`config.mk`:
```
export PLATFORM = sky130hd
export DESIGN_NAME = uart_rx_fifo
export DESIGN_NICKNAME = d
export VERILOG_FILES = /design/src/rtl/uart_rx_fifo.sv
export SDC_FILE = /design/constraint.sdc
export NUM_CORES = 1
export LEC_CHECK = 0
export BUFFER_PORTS_ARGS = -buffer_cell sky130_fd_sc_hd__buf_2
export CELL_PAD_IN_SITES_DETAIL_PLACEMENT = 0
export CELL_PAD_IN_SITES_GLOBAL_PLACEMENT = 1
export CORE_UTILIZATION = 46
export DETAILED_ROUTE_END_ITERATION = 12
export PLACE_DENSITY_LB_ADDON = 0.1
export SKIP_CTS_REPAIR_TIMING = 1
export SYNTH_ARGS = -nofsm -noshare
export SYNTH_HDL_FRONTEND = slang
export SYNTH_SLANG_ARGS = --single-unit
```
`constraint.sdc`:
```
create_clock -name clk -period 4.5 [get_ports clk]
set_clock_uncertainty 0.2 [all_clocks]
set_input_delay 0.225 -clock clk [delete_from_list [all_inputs] [get_ports clk]]
set_output_delay 0.225 -clock clk [all_outputs]
set_load 0.01 [all_outputs]
```
`src/rtl/uart_rx_fifo.sv`:
```
// Receive-side FWFT buffer between the UART receiver and the MMIO core.
// Tracks occupancy and raises a sticky overrun flag when a byte is lost.
module uart_rx_fifo #(
  parameter int DATA_WIDTH = 8,
  parameter int ADDR_WIDTH = 4,
  parameter int AF_LEVEL   = 12
) (
  input  logic                  clk,
  input  logic                  reset,
  input  logic                  wr,
  input  logic [DATA_WIDTH-1:0] wr_data,
  input  logic                  rd,
  input  logic                  clr_overrun,
  output logic [DATA_WIDTH-1:0] rd_data,
  output logic                  empty,
  output logic                  full,
  output logic                  almost_full,
  output logic [ADDR_WIDTH:0]   count,
  output logic                  overrun
);

  localparam int                DEPTH   = 1 << ADDR_WIDTH;
  localparam logic [ADDR_WIDTH:0] DEPTH_C = {1'b1, {ADDR_WIDTH{1'b0}}};
  localparam logic [ADDR_WIDTH:0] AF_C    = AF_LEVEL[ADDR_WIDTH:0];

  logic [DATA_WIDTH-1:0] mem_q [DEPTH];
  logic [ADDR_WIDTH-1:0] w_ptr_q, w_ptr_d;
  logic [ADDR_WIDTH-1:0] r_ptr_q, r_ptr_d;
  logic [ADDR_WIDTH:0]   count_q, count_d;
  logic                  overrun_q, overrun_d;

  logic full_s, empty_s, wr_ok, rd_ok, wr_drop;

  assign full_s  = (count_q == DEPTH_C);
  assign empty_s = (count_q == '0);
  // A full FIFO can still accept a write when a pop frees a slot in the same cycle.
  assign rd_ok   = rd & ~empty_s;
  assign wr_ok   = wr & (~full_s | rd);
  assign wr_drop = wr & full_s & ~rd;

  always_comb begin
    w_ptr_d   = w_ptr_q;
    r_ptr_d   = r_ptr_q;
    count_d   = count_q;
    overrun_d = overrun_q;
    if (wr_ok) w_ptr_d = w_ptr_q + 1'b1;
    if (rd_ok) r_ptr_d = r_ptr_q + 1'b1;
    if (wr_ok && !rd_ok)      count_d = count_q + 1'b1;
    else if (rd_ok && !wr_ok) count_d = count_q - 1'b1;
    // Set has priority so a drop in the clearing cycle is not lost.
    if (wr_drop)          overrun_d = 1'b1;
    else if (clr_overrun) overrun_d = 1'b0;
  end

  always_ff @(posedge clk or posedge reset) begin
    if (reset) begin
      w_ptr_q   <= '0;
      r_ptr_q   <= '0;
      count_q   <= '0;
      overrun_q <= 1'b0;
    end else begin
      w_ptr_q   <= w_ptr_d;
      r_ptr_q   <= r_ptr_d;
      count_q   <= count_d;
      overrun_q <= overrun_d;
    end
  end

  always_ff @(posedge clk or posedge reset) begin
    if (reset) begin
      for (int i = 0; i < DEPTH; i++) mem_q[i] <= '0;
    end else if (wr_ok) begin
      mem_q[w_ptr_q] <= wr_data;
    end
  end

  assign rd_data     = mem_q[r_ptr_q];
  assign empty       = empty_s;
  assign full        = full_s;
  assign almost_full = (count_q >= AF_C);
  assign count       = count_q;
  assign overrun     = overrun_q;

endmodule

```
==> impl_metrics.json <==
{
  "synth_edf_count": 0,
  "dr.first_iter.drc_count": 142,
  "rsz0062_at_grt": "no",
  "finalHoldViolCount": 0,
  "setup_viol": 0,
  "cp_top_family": "simple AND/OR/NAND/NOR gates",
  "hp-start": "rd",
  "grt_use_total_pct": 22.2,
  "htree_levels": 4,
  "cpPeakStageDelay_ns": 0.58,
  "critPathLaunch": "count[0]",
  "drv_cap": 0,
  "seq_area_mm2": 0.00355,
  "ant_nets": 0,
  "synth_cells": 485,
  "p_per_area_mw_per_mm2": 789,
  "drtPass1Iterations": 4,
  "r2r_start": "count[0]",
  "clock-sinks": 142,
  "port-buffer-count": 29,
  "critPathMaxFanout": 18,
  "power_uw": 6360,
  "placedCellCount": 681,
  "p_leak_uw": 0.00356,
  "path_buf_inv": 2,
  "num_rows": 45,
  "die_area_mm2": 0.0159,
  "gr-total-overflow": 0,
  "min_period_over_period_pct": 75.9,
  "multi_input_area_mm2": 0.00337,
  "grt_first_pass_wirelength_um": 25900,
  "fill_cells": 1256,
  "yosysWarnings": 0,
  "cts_tree": "built",
  "clk_pin_slew_ns": 0.06,
  "drv_slew": 0,
  "fmax_mhz": 293,
  "met2_length_um": 7550,
  "wl_um": 16000,
  "syn_nets": 509,
  "pre_cts_slack_ns": 1.07,
  "synthArstFlopShare_pct": 100,
  "wl_per_cell_um": 22.4,
  "ctsRootBufferMaster": "clkbuf_16",
  "cp_data_arrival_time_ns": 3.56,
  "top_layer": "met4",
  "ys_types": 32,
  "final_cells": 716,
  "vias": 4008,
  "slew_headroom_pct": 22.5,
  "synth-seq-area-share_pct": 50.1,
  "place_congestion": 0.770,
  "cpMostUsedCell": "ha_1",
  "antennaDiodeCount": 0,
  "crit_slowest_cell": "or4_4",
  "drive_gt1_share_pct": 45.1,
  "io_pins": 30,
  "initial_core_util_pct": 46.8,
  "syn_area_mm2": 0.00709,
  "drc": 0,
  "grt_max_degree": 111,
  "dp_hpwl_um": 9870,
  "die_h_um": 126,
  "crit_path_start_kind": "flip-flop",
  "final_common_cell": "dfrtp_1",
  "antenna_found_initial": 0,
  "drt-vias-per-instance": 5.60,
  "fin_crit_ns": 3.42,
  "clk-insertion-delay-late_ns": 0.42,
  "utilization_pct": 53.2,
  "outcome": "complete, no violations",
  "cts_buffers": 17,
  "critPathKind": "flip-flop to flip-flop",
  "synth-seq-cells": 142,
  "irDropWorstVdd_mv": 0.487,
  "setup-tns-final_ns": 0,
  "synth_top_flop_cell": "dfrtp_1",
  "cts_buffer_depth": 2,
  "final_cell_mix": "dfrtp_1 (141), mux2_4 (72), mux2_2 (64)",
  "area_delta_synth_final_pct": 13.6,
  "wl_met3_um": 522,
  "syn_avg_cell_area_um2": 14.6,
  "path_cells": "or4_4 -> nor3_4 -> buf_4 -> nor2b_1 -> ha_1 -> inv_1 -> ha_1 -> a21o_1 -> a21oi_1 -> mux2i_1 -> xnor2_1",
  "num-nets-final": 539,
  "wl_met1_um": 7750,
  "min_path_type": "input pin to flip-flop",
  "grt_pass1_vias": 4298,
  "critPathRequiredTime_ns": 4.65,
  "end_kind": "flip-flop",
  "setup_slack_ns": 1.09,
  "core_mm2": 0.0151,
  "die_w_um": 126,
  "tightest_slew_ns": 1.16,
  "reg2reg_slack_ns": 1.09
}
==> cells by family (layout without fill, tap and decap cells) <==
kind of cell / Yosys count / after routing / synth area share, %
multiplexers: 178 / 178 / 34.1
flip-flops: 142 / 142 / 50.1
AND/OR/NAND/NOR: 60 / 60 / 6.00
AO/OA/AOI/OAI: 47 / 47 / 4.06
buffers and inverters: 37 / 80 / 2.43
adder cells (fa/ha/maj): 11 / 11 / 2.05
XOR/XNOR: 10 / 10 / 1.23
==> power breakdown <==
part           switching, uW  internal (uW)  leakage, uW
clock                    533            970     0.000298
combinational           1070           1420      0.00152
sequential               466           1900      0.00175
==> cell type report <==
type,instances,share of cell area [%]
clock buffer,22,5.88
tap,188,2.92
clock inverter,10,1.99
timing repair buffer,38,2.73
inverter,10,0.528
sequential,142,44.1
multi-input combinational,306,41.9
==> layer usage <==
layer,vias to the layer above,track usage (%)
met5,-,0
met4,0,6.73
met3,14,5.31
met2,60,34.6
met1,2102,30.8
li1,1832,-
==> worst paths after layout <==
| kind | endpoint | depth (start not counted) |
|---|---|---|
| max reg2reg | count[4] | 11 |
| min in group asynchronous | mem_q[94] | 3 |
| min | r_ptr_q[1] | 4 |
| min reg2reg | mem_q[102] | 1 |
| max in group asynchronous | mem_q[115] | 4 |
| max | count[4] | 11 |
==> cell usage after synthesis (3+ instances only) <==
master,count,area (um2)
dfrtp_1,142,3550
mux2_4,72,1080
mux2_2,64,721
mux2i_1,26,260
nand2_1,25,93.8
o21ai_0,20,100
clkbuf_1,17,63.8
mux4_2,16,360
a21oi_1,10,50.1
ha_1,10,125
inv_1,10,37.5
nor3_4,9,146
xnor2_1,9,78.8
a221oi_1,8,70.1
a22oi_1,8,60.1
nor3_2,8,80.1
buf_2,5,25.0
nand2b_1,5,31.3
nor2_1,4,15.0
nor2b_1,3,18.8
==> flip-flops by register name, indices dropped and copies added, names as in the netlist <==
name	count
mem_q	128
count	5
r_ptr_q	4
w_ptr_q	4
overrun	1
==> worst reg2reg max path, cell delays in order (launching register included) <==
cell and delay, ns:
dfrtp_1 0.43, or4_4 0.59, nor3_4 0.12, buf_4 0.37
nor2b_1 0.19, ha_1 0.28, inv_1 0.16, ha_1 0.27
a21o_1 0.19, a21oi_1 0.17, mux2i_1 0.25, xnor2_1 0.13
==> stage by stage <==
stage,area (um2),hold slack [ns]
after global routing,8060,0.0965
after global placement,7400,0.225
after detailed placement,7400,0.255
final,8060,0.0505
after floorplan,7090,0.132
after CTS,8030,-0.212
Note: power is estimated with default switching activity, not from simulation.
